**src/rtl/ex_mem_reg.sv**
```systemverilog
// EX/MEM pipeline register: EX write-back triple, valid bit, occupancy counters.
// Latency: 1 cycle, every output comes straight from a flop.
// Backpressure: stall vector from ctrl; MEM stall holds, EX-only stall inserts a bubble, flush clears.
module ex_mem_reg #(
  parameter int DATA_WIDTH  = 32,
  parameter int ADDR_WIDTH  = 5,
  parameter int STALL_WIDTH = 6,
  parameter int EX_BIT      = 3,
  parameter int MEM_BIT     = 4,
  parameter int BCNT_WIDTH  = 16
) (
  input  logic                   clk,
  input  logic                   rst,
  input  logic [STALL_WIDTH-1:0] stall_i,
  input  logic                   flush_i,
  input  logic [ADDR_WIDTH-1:0]  ex_waddr_i,
  input  logic                   ex_we_i,
  input  logic [DATA_WIDTH-1:0]  ex_wdata_i,
  output logic [ADDR_WIDTH-1:0]  mem_waddr_o,
  output logic                   mem_we_o,
  output logic [DATA_WIDTH-1:0]  mem_wdata_o,
  output logic                   mem_valid_o,
  output logic [31:0]            wb_cnt_o,
  output logic [BCNT_WIDTH-1:0]  bubble_cnt_o
);

  logic [ADDR_WIDTH-1:0] r_waddr;
  logic                  r_we;
  logic [DATA_WIDTH-1:0] r_wdata;
  logic                  r_valid;
  logic [31:0]           r_wb_cnt;
  logic [BCNT_WIDTH-1:0] r_bubble_cnt;

  logic w_hold;
  logic w_bubble;
  logic w_load;
  logic w_bcnt_max;
  logic w_unused_stall;

  // MEM stall dominates: a MEM stall holds even if EX is not stalled, so no
  // EX result can be dropped or captured twice.
  assign w_hold     = stall_i[MEM_BIT];
  assign w_bubble   = stall_i[EX_BIT] & ~stall_i[MEM_BIT];
  assign w_load     = ~stall_i[EX_BIT] & ~stall_i[MEM_BIT];
  assign w_bcnt_max = &r_bubble_cnt;

  // Only the EX and MEM stall bits matter here; the rest are deliberately ignored.
  assign w_unused_stall = ^stall_i;

  // Slot register: reset/flush/bubble clear it, hold keeps it, load captures EX.
  always_ff @(posedge clk) begin
    if (rst || flush_i || w_bubble) begin
      r_waddr <= '0;
      r_we    <= 1'b0;
      r_wdata <= '0;
      r_valid <= 1'b0;
    end else if (w_load) begin
      // waddr/wdata are captured even when we=0; consumers qualify with mem_we_o.
      r_waddr <= ex_waddr_i;
      r_we    <= ex_we_i;
      r_wdata <= ex_wdata_i;
      r_valid <= 1'b1;
    end else if (w_hold) begin
      r_waddr <= r_waddr;
      r_we    <= r_we;
      r_wdata <= r_wdata;
      r_valid <= r_valid;
    end
  end

  // Write-back counter: counts loads that carry a register write, wraps mod 2^32.
  always_ff @(posedge clk) begin
    if (rst) begin
      r_wb_cnt <= '0;
    end else if (!flush_i && w_load && ex_we_i) begin
      r_wb_cnt <= r_wb_cnt + 32'd1;
    end
  end

  // Bubble counter: counts bubble insertions, saturates at all-ones.
  always_ff @(posedge clk) begin
    if (rst) begin
      r_bubble_cnt <= '0;
    end else if (!flush_i && w_bubble && !w_bcnt_max) begin
      r_bubble_cnt <= r_bubble_cnt + {{(BCNT_WIDTH-1){1'b0}}, 1'b1};
    end
  end

  assign mem_waddr_o  = r_waddr;
  assign mem_we_o     = r_we;
  assign mem_wdata_o  = r_wdata;
  assign mem_valid_o  = r_valid;
  assign wb_cnt_o     = r_wb_cnt;
  assign bubble_cnt_o = r_bubble_cnt;

endmodule

```
**config.mk**
```make
export PLATFORM = sky130hd
export DESIGN_NAME = ex_mem_reg
export DESIGN_NICKNAME = d
export VERILOG_FILES = /design/src/rtl/ex_mem_reg.sv
export SDC_FILE = /design/constraint.sdc
export NUM_CORES = 1
export LEC_CHECK = 0
export CORE_ASPECT_RATIO = 1.2
export CORE_MARGIN = 3
export CORE_UTILIZATION = 29
export CTS_CLUSTER_SIZE = 8
export DETAILED_ROUTE_END_ITERATION = 10
export PLACE_DENSITY_LB_ADDON = 0.12
export SLEW_MARGIN = 5
export SYNTH_ARGS = -nofsm -noshare
export SYNTH_HDL_FRONTEND = slang
export SYNTH_SLANG_ARGS = --single-unit
```
**constraint.sdc**
```tcl
create_clock -name clk -period 2.4 [get_ports clk]
set_clock_uncertainty 0.1 [all_clocks]
set_input_delay 0.48 -clock clk [delete_from_list [all_inputs] [get_ports clk]]
set_output_delay 0.48 -clock clk [all_outputs]
set_load 0.05 [all_outputs]
```
==> results.md, run 1 <==
- Syn_nets: 477
- Family with the most delay on the worst path: simple AND/OR/NAND/NOR gates
- CTS HTree Levels: 3
- Distinct cell type count after synthesis: 37
- Number of global-route vias before repair: 3,153
- Die ar.: 13,700 um2
- WL final: 9870 um
- First-pass GRT wire length: 15,900 um
- Via count: 3,374
- Register bit total from synthesis: 87
- Outcome: completed
- Max Clk Rate: 0.450 GHz
- Leakage: 1.88 nW
- PwrDens: 571 nW/um2
- CTS Root Cell: clkbuf_16
- Synthesized cell area: 3570 um2
- Final setup vio count: 0
- R2R Setup Slk: 0.36 ns
- CTS tree: built
- Ys async rst share: 0%
- Worst hold slack: 0.352 ns
- HPWL Detailed: 7170 um
- Largest net degree at the start of global routing: 49
- Worst Path Required: 2.56 ns
- Slowest CP cell: clkdlybuf4s50_1
- Prevailing post-synth register cell: dfxtp_1
- Period minus WS final: 2.22 ns
- WS Path Type: input port to flip-flop
- Placed cell count: 720
- Crit path to: wb_cnt_o[20]$_SDFFE_PP0P_
- Critical path, cell by cell: clkdlybuf4s50_1 > nor4b_4 > buf_4 > and3_1 > nand3_4 > or4_1 > a21oi_1
- Drt first pass iters: 4
- Total grt overflow: 0
- Core Rows: 43
- Fin. max-slew vios: 0
- WP buf/inv: 2
- Mean cell area of the mapped netlist: 8.34 um2
- Die Wd: 107 um
- RSZ-0062 raised after global routing: no
- Sequential element share of the synthesized area: 48.8%
- Die height: 128 um
- Wire length per cell: 13.4 um
- Synth-to-Final Area Change: 54.5%
- Clk slew on worst S/H paths: 0.06 ns
- Most common cell after layout, fill and taps aside: clkdlybuf4s50_1
- Drt drc: 0
- Nets: 623
- Worst min path class: flip-flop to flip-flop
- Initial antenna violation count: 1
- Routed Antenna Nets: 0
- Clock Sinks: 87
- GRT Overall Usage: 14.3%
- Synth Instances: 428
- Reg-to-reg startpoint: wb_cnt_o[12]$_SDFFE_PP0P_
- Vias/cell: 4.58
- Reg2Reg Depth: 5
- Synthesis Warnings: 0
- Ant diodes: 0
- Commonest non-fill, non-tap cells in the layout: clkdlybuf4s50_1, nand2_1, dfxtp_1
- Worst-Margin Slew: 0.645 ns
- Iteration-0 DRC Markers: 155
- Arr. time, crit path: 2.38 ns
- Critical path capture point type: flip-flop
- Clk buf depth: 2
- Ratio of final minimum period to clock period: 92.5%
- Startpoint Class: input port
- Final Hold Viols: 0
- RD Place Congestion: 0.772
- Reg-to-Reg End: wb_cnt_o[27]$_SDFFE_PP0P_
- IR drop worst, VDD: 0.000257 V
- Non-filler instance count after layout: 736
- I/O pins: 134
- Insertion delay to the later sink of the worst-skew pair: 0.33 ns
- Core area: 11,800 um2
- Port buffer count: 129
- Initial core utilization: 30.3%
- Critical Path Stages: 7
- Fraction of layout cells with a size suffix above 1: 8.29%
- CP Max Fanout: 6
- Slew headroom: 56.6%
- Crit path from: stall_i[4]
- Slowest Stage Delay on Critical Path: 0.48 ns
- Num CTS Buffers: 9
- MaxCap Viol Count: 0
- EDFF count, synth: 0
-- tightest hold or removal path: cells and delay by family (launching register included) --
family / cells / cell delay, ns
flops: 1 / 0.31
simple gates: 1 / 0.05
compound gates: 1 / 0.05
-- cell type report --
cell class | count | area, um2
clock buffer | 12 | 236
clock inverter | 4 | 70.1
fill | 1146 | 6270
inverter | 3 | 11.3
multi-input combinational | 317 | 1740
sequential | 87 | 1740
tap | 157 | 196
timing repair buffer | 156 | 1520
-- synthesized netlist by cell type (all sizes together), types with 2 or more instances --
master,number,share of area [%]
dfxtp,87,49
nor4,10,1.9
ha,2,0.70
o21ai,6,0.84
nor4b,3,1.2
buf,4,0.60
or4,3,0.63
xnor2,22,5.4
clkbuf,17,1.8
and4,3,0.74
xor2,16,3.9
nor2,49,5.2
nand3,12,2.0
nand4,17,3.0
and3,7,1.2
nor3b,2,0.42
and2,4,0.70
inv,3,0.32
a21oi,45,6.3
nor2b,2,0.35
or3,7,1.2
nor3,9,1.6
nand2,90,9.5
-- repair_timing --
item / 4_1_cts / 5_1_grt
hold buffers: 0 / 0
setup buffers: 0 / 0
resized for setup: 0 / 1
setup endpoints to repair: 0 / 1
-- cell families after synthesis --
kind of cell | after synthesis | synth area share [%]
AND/OR/NAND/NOR | 221 | 30.2
flip-flops | 87 | 48.8
AO/OA/AOI/OAI | 55 | 7.99
XOR/XNOR | 38 | 9.33
buffers and inverters | 24 | 2.70
adder cells (fa/ha/maj) | 2 | 0.701
multiplexers | 1 | 0.281
-- state kept, by name (all words and copies together) (netlist names) --
signal and cells:
mem_valid_o 1, bubble_cnt_o 16, mem_we_o 1, mem_wdata_o 32
wb_cnt_o 32, mem_waddr_o 5
-- power breakdown --
group	switching [mW]	internal, mW	total, mW
clock network	0.533	0.909	1.44
logic	0.128	0.112	0.240
registers	0.00816	1.46	1.47
total	0.669	2.48	3.15
-- per-layer routing --
| layer | part of all wire (%) | GRT usage [%] |
|---|---|---|
| met4 | 0.94 | 4.14 |
| met5 | 0.11 | 0 |
| met3 | 6.5 | 3.79 |
| met2 | 48 | 24.0 |
| met1 | 45 | 18.1 |
-- worst min-delay path by stage --
stage	startpoint	end	slack [ns]	depth (start not counted)
floorplan	ex_waddr_i[0]	mem_waddr_o[0]$_SDFFE_PP0N_	0.52	2
finish	mem_waddr_o[3]$_SDFFE_PP0N_	mem_waddr_o[3]$_SDFFE_PP0N_	0.35	2
global placement	mem_waddr_o[4]$_SDFFE_PP0N_	mem_waddr_o[4]$_SDFFE_PP0N_	0.34	2
detailed placement	mem_waddr_o[3]$_SDFFE_PP0N_	mem_waddr_o[3]$_SDFFE_PP0N_	0.35	2
global route	mem_wdata_o[13]$_SDFFE_PP0N_	mem_wdata_o[13]$_SDFFE_PP0N_	0.37	2
CTS	mem_waddr_o[3]$_SDFFE_PP0N_	mem_waddr_o[3]$_SDFFE_PP0N_	0.35	2
-- through the flow --
step	cell area (um2)	power (mW)	worst slack (ns)	util, %	TNS [ns]
global placement	5200	1.74	-0.195	44.2	-1.50
global route	5510	3.28	0.0375	46.8	0
detailed placement	5200	1.74	-0.205	44.2	-1.69
finish	5510	3.15	0.179	46.8	0
CTS	5510	3.20	0.118	46.8	0
floorplan	3570	1.61	0.0526	-	0
(Power assumes the default switching activity.)
==> inputs of run 2 (changes only) <==
Settings changed: CTS_CLUSTER_SIZE 8 to 20, TNS_END_PERCENT set to 10.
Clock period 2.4 ns to 2.63 ns, I/O delays scaled along.
==> run 2 against run 1 <==
Register-to-register slack improved by 0.13 ns. Non-clock buffer count down 8. Final cell count fell by 1.4%. Sequential power decreased by 9%. Sequential share of layout area is 0.68 points higher. Via count barely moved. Global-route usage barely moved. Design area fell by 2.1%. Critical path type is now flip-flop to output pin. Critical endpoint is now bubble_cnt_o[13]. Highest routed layer is now met4.
==> results.md, run 2 (synthesis gave the netlist of run 1 again) <==
- Hold Path Cell Cnt: 2 (unchanged)
- Clock share of power: 43.7% (-2.1 points)
- Setup bufs post-CTS: 0 (unchanged)
- Int Power: 2.16 mW (-13%)
- Sw frac: 21.5% (+0.22 points)
- Routed Antenna Nets: 0 (unchanged)
- HPWL Detailed: 6980 um (-2.6%)
- Ant diodes: 0 (unchanged)
- Clock Sinks: 87 (unchanged)
- Total grt overflow: 0 (unchanged)
- Fin. max-slew vios: 0 (unchanged)
- Critical Path Stages: 1 (-6)
- Reg2Reg Depth: 5 (unchanged)
- Ratio of final minimum period to clock period: 85.5%
- Nets: 615 (-1.3%)
- WS Path Type: flip-flop to output pin
- Clk slew on worst S/H paths: 0.05 ns (about the same)
- CTS Root Cell: clkbuf_16
- Logic pwr share: 7.7% (about the same)
- Post-place instance area: 5110 um2 (-1.8%)
- Final setup vio count: 0 (unchanged)
- First-pass GRT wire length: 15,700 um (-1.1%)
- Synth-to-Final Area Change: 51.2%
- Largest net degree at the start of global routing: 49 (unchanged)
- Via count: 3,376 (+0.059%)
- Critical path, cell by cell: clkdlybuf4s50_1
- Most common cell after layout, fill and taps aside: clkdlybuf4s50_1
- Drt first pass iters: 4 (unchanged)
- Commonest non-fill, non-tap cells in the layout: clkdlybuf4s50_1, nand2_1, dfxtp_1
- Reg-to-reg startpoint: wb_cnt_o[5]$_SDFFE_PP0P_
- Number of global-route vias before repair: 3,187 (+1.1%)
- Clk buf depth: 2 (unchanged)
- Critical path capture point type: output pin
- Drt drc: 0 (unchanged)
- Die Wd: 107 um (unchanged)
- Wire length per cell: 13.5 um (+0.33%)
- PwrDens: 510 nW/um2 (-11%)
- Arr. time, crit path: 1.62 ns (-0.76 ns)
- Sw Pwr: 0.591 mW (-12%)
- Startpoint Class: flip-flop
- Vias/cell: 4.65 (+1.4%)
- Hold Path Origin: mem_wdata_o[14]$_SDFFE_PP0N_
- Die height: 128 um (unchanged)
- Core Rows: 43 (unchanged)
- Slowest CP cell: clkdlybuf4s50_1
- Slowest Stage Delay on Critical Path: 0.85 ns (+0.37 ns)
- CP Max Fanout: 5 (-1)
- TNS Setup: 0 ns (unchanged)
- Worst min path class: flip-flop to flip-flop
- Initial antenna violation count: 0 (-1)
- WL final: 9770 um (-1.0%)
- Max Clk Rate: 0.445 GHz
- Iteration-0 DRC Markers: 130 (-16%)
- MaxCap Viol Count: 0 (unchanged)
- RD Place Congestion: 0.796 (+3.0%)
- CTS tree: built
- Core area: 11,800 um2 (unchanged)
- Initial core utilization: 30.3% (unchanged)
- CTS HTree Levels: 3 (unchanged)
- RSZ-0062 raised after global routing: no
- GRT Overall Usage: 14.3% (-0.044 points)
- Crit path from: bubble_cnt_o[13]$_SDFFE_PP0P_
- Leakage: 1.81 nW (-3.5%)
- Family with the most delay on the worst path: buffers and inverters
- Part of the power in registers: 48.6% (+2.0 points)
- Period minus WS final: 2.25 ns
- Insertion delay to the later sink of the worst-skew pair: 0.33 ns (about the same)
- Post_cts resized: 0 (unchanged)
- WP buf/inv: 1 (-1)
- Fraction of layout cells with a size suffix above 1: 6.85% (-1.4 points)
- Cts hold-fix bufs: 0 (unchanged)
- Post-layout instance area: 5400 um2 (-2.1%)
- Final Hold Viols: 0 (unchanged)
- Port buffer count: 129 (unchanged)
- Die ar.: 13,700 um2 (unchanged)
- I/O pins: 134 (unchanged)
- Worst Path Required: 2.00 ns (-0.56 ns)
- Outcome: completed
- Num CTS Buffers: 9 (unchanged)
- Worst-Margin Slew: 0.685 ns (+0.0396 ns)
- IR drop worst, VDD: 0.000228 V (-11%)
- Slew headroom: 53.9% (-2.7 points)
## run 2: cell count changes in the layout (fill, tap and decap cells not counted), sizes merged
cell / before / now
buf: 28 / 20
clkdlybuf4s50: 127 / 128
clkbuf: 12 / 14
clkinv: 2 / 0
dlymetal6s2s: 1 / 0
bufinv: 2 / 0
## run 2: path summary, 6_finish.rpt
check	to	slack, ns
max	bubble_cnt_o[13]	0.38
min	mem_wdata_o[14]$_SDFFE_PP0N_	0.35
max reg2reg	wb_cnt_o[19]$_SDFFE_PP0P_	0.49
min reg2reg	mem_wdata_o[14]$_SDFFE_PP0N_	0.35
## run 2: per-layer routing
metal / up-vias / GRT usage [%] / wire length, um
met3: 12 / 3.03 / 523
met1: 1545 / 17.9 / 4560
met5: - / 0 / 0
li1: 1725 / - / -
met2: 94 / 23.4 / 4510
met4: 0 / 6.47 / 175
## run 2: through the flow
stage	std cells	hold WS, ns	util [%]	power (mW)	worst slack (ns)
floorplan	428	0.562	-	1.47	0.147
global placement	712	0.341	43.4	1.58	0.0544
detailed placement	712	0.346	43.4	1.58	0.0640
CTS	726	0.355	45.8	2.80	0.356
global route	726	0.366	45.8	2.87	0.227
finish	726	0.352	45.8	2.75	0.383
## run 2: cell type report
class                      instances  area, um2
fill                            1152       6390
clock buffer                      14        284
multi-input combinational        317       1730
timing repair buffer             148       1430
inverter                           3       11.3
tap                              157        196
sequential                        87       1740
## run 2: power by group through the flow
stage | Combinational (mW) | Clock, mW | Sequential (mW)
after CTS | 0.216 | 1.25 | 1.34
after detailed placement | 0.214 | 0 | 1.37
after floorplan | 0.0587 | 0 | 1.41
after global placement | 0.214 | 0 | 1.37
after global routing | 0.229 | 1.30 | 1.34
final | 0.212 | 1.20 | 1.34
## run 2: worst reg2reg max path, delay by kind of cell, from the launching register on
| family | cells | cell delay, ns |
|---|---|---|
| AND/OR/NAND/NOR | 4 | 1.31 |
| XOR/XNOR | 1 | 0.16 |
| flip-flops | 1 | 0.44 |
==> inputs of run 3 (changes only) <==
Settings changed: CAP_MARGIN set to 20, CORE_UTILIZATION 29 to 45, RECOVER_POWER set to 100.
==> run 3 against run 2 <==
Critical path depth increased by 6. Critical endpoint is now wb_cnt_o[20]$_SDFFE_PP0P_. Largest cell class unchanged. Global-route usage increased by 5.8 points. Largest power group unchanged. Combinational power decreased by 4%. Hold slack improved by 0.0017 ns. First-iteration DRC count decreased by 45%.
==> results.md, run 3 (synthesis gave the netlist of run 1 again) <==
- PwrDens: 543 nW/um2 (+6.4%)
- R2R Setup Slk: 0.41 ns (-0.08 ns)
- Clock Sinks: 87 (unchanged)
- Commonest non-fill, non-tap cells in the layout: nand2_1, dlygate4sd3_1, dfxtp_1
- Worst Path Required: 2.80 ns (+0.80 ns)
- Worst hold slack: 0.353 ns (+0.00168 ns)
- Iteration-0 DRC Markers: 72 (-45%)
- Critical path, cell by cell: dlygate4sd3_1 > nor4b_4 > buf_4 > and3_1 > nand3_1 > or4_1 > a21oi_1
- Post_cts resized: 0 (unchanged)
- Port buffer count: 129 (unchanged)
- Leakage: 2.06 nW (+14%)
- Slew headroom: 49.9% (-4.0 points)
- Final Hold Viols: 0 (unchanged)
- RD Place Congestion: 0.801 (+0.67%)
- Routed Antenna Nets: 0 (unchanged)
- First-pass GRT wire length: 15,000 um (-4.2%)
- Startpoint Class: input port
- IR drop worst, VDD: 0.000360 V (+58%)
- Critical path capture point type: flip-flop
- I/O pins: 134 (unchanged)
- WL final: 8980 um (-8.1%)
- Final Total Pwr: 2.84 mW (+3.4%)
- Fraction of layout cells with a size suffix above 1: 4.96% (-1.9 points)
- Largest net degree at the start of global routing: 49 (unchanged)
- Core area: 7490 um2 (-36%)
- Vias/cell: 5.18 (+11%)
- CP Max Fanout: 7 (+2)
- Cts hold-fix bufs: 0 (unchanged)
- Fin. max-slew vios: 0 (unchanged)
- Setup bufs post-CTS: 0 (unchanged)
- Outcome: completed
- CTS Root Cell: clkbuf_8
- Clk buf depth: 2 (unchanged)
- Worst-Margin Slew: 0.751 ns (+0.0665 ns)
- Die ar.: 9040 um2 (-34%)
- RSZ-0062 raised after global routing: no
- Initial core utilization: 47.7% (+17 points)
- TNS Setup: 0 ns (unchanged)
- MaxCap Viol Count: 0 (unchanged)
- Initial antenna violation count: 0 (unchanged)
- Ratio of final minimum period to clock period: 93.0% (+7.6 points)
- Slowest CP cell: dlygate4sd3_1
- Period minus WS final: 2.45 ns (+0.199 ns)
- Worst min path class: flip-flop to flip-flop
- Max Clk Rate: 0.409 GHz (-8.2%)
- HPWL Detailed: 6350 um (-9.0%)
- Final design utilization: 70.0% (+24 points)
- Num CTS Buffers: 9 (unchanged)
- Insertion delay to the later sink of the worst-skew pair: 0.34 ns (about the same)
- CTS HTree Levels: 3 (unchanged)
- WS Path Type: input port to flip-flop
- Arr. time, crit path: 2.62 ns (+1.00 ns)
- Fillers: 623 (-46%)
- Drt drc: 0 (unchanged)
- Total grt overflow: 0 (unchanged)
- Clk slew on worst S/H paths: 0.09 ns (+0.04 ns)
- Multi-input gate area: 1720 um2 (-0.72%)
- Die height: 104 um (-19%)
- Ant diodes: 0 (unchanged)
- Core Rows: 34 (-21%)
- CTS tree: built
- Slowest Stage Delay on Critical Path: 0.59 ns (-0.26 ns)
- Via count: 3,390 (+0.41%)
- Nets: 609 (-0.98%)
- Wire length per cell: 13.7 um (+1.9%)
- Number of global-route vias before repair: 3,314 (+4.0%)
- Reg area: 1740 um2 (unchanged)
- Drt first pass iters: 4 (unchanged)
- Final setup vio count: 0 (unchanged)
- Most common cell after layout, fill and taps aside: nand2_1
- Synth-to-Final Area Change: 46.9%
- GRT Overall Usage: 20.1% (+5.8 points)
- Die Wd: 87.3 um (-19%)
## run 3: cell count changes in the layout (fill, tap and decap cells not counted), sizes merged
cell / delta
buf: -14
bufinv: +5
clkbuf: +2
clkdlybuf4s50: -87
clkinv: +1
dlygate4sd3: +88
inv: +1
## run 3: layout make-up
cell class | count | share of cell area [%]
tap | 90 | 2.15
clock buffer | 9 | 2.36
sequential | 87 | 33.2
multi-input combinational | 317 | 32.8
timing repair buffer | 142 | 26.0
inverter | 3 | 0.215
clock inverter | 7 | 3.20
## run 3: where the power goes
group | internal (mW) | leakage, nW | switching, mW
clock network | 0.828 | 0.144 | 0.478
registers | 1.33 | 0.702 | 0.00677
logic | 0.0901 | 1.22 | 0.113
total | 2.25 | 2.06 | 0.598
## run 3: critical path: cells and delay by family
kind	cells	cell delay [ns]
compound gates	1	0.15
buf+inv	2	0.78
simple gates	4	1.16
## run 3: worst paths after layout
path / startpoint / endpoint / cells past startpoint
hold reg to reg: mem_wdata_o[13]$_SDFFE_PP0N_ / mem_wdata_o[13]$_SDFFE_PP0N_ / 2
setup / recovery: stall_i[4] / wb_cnt_o[20]$_SDFFE_PP0P_ / 7
setup reg to reg: wb_cnt_o[15]$_SDFFE_PP0P_ / wb_cnt_o[29]$_SDFFE_PP0P_ / 5
hold / removal: mem_wdata_o[13]$_SDFFE_PP0N_ / mem_wdata_o[13]$_SDFFE_PP0N_ / 2
## run 3: routing by layer
metal	vias up	part of all wire [%]	GRT usage, %
met2	100	50	34.0
met1	1567	43	25.3
met3	7	5.9	4.37
met4	0	0.76	5.37
li1	1716	-	-
met5	-	0	0
## run 3: metrics by stage
| step | instance area [um2] | worst slack, ns | std cells |
|---|---|---|---|
| 3_3_place_gp | 4990 | 0.0192 | 639 |
| 2_1_floorplan | 3570 | 0.147 | 428 |
| 6_report | 5240 | 0.183 | 655 |
| 3_5_place_dp | 4990 | -0.0289 | 639 |
| 4_1_cts | 5280 | 0.330 | 655 |
| 5_1_grt | 5240 | 0.105 | 655 |
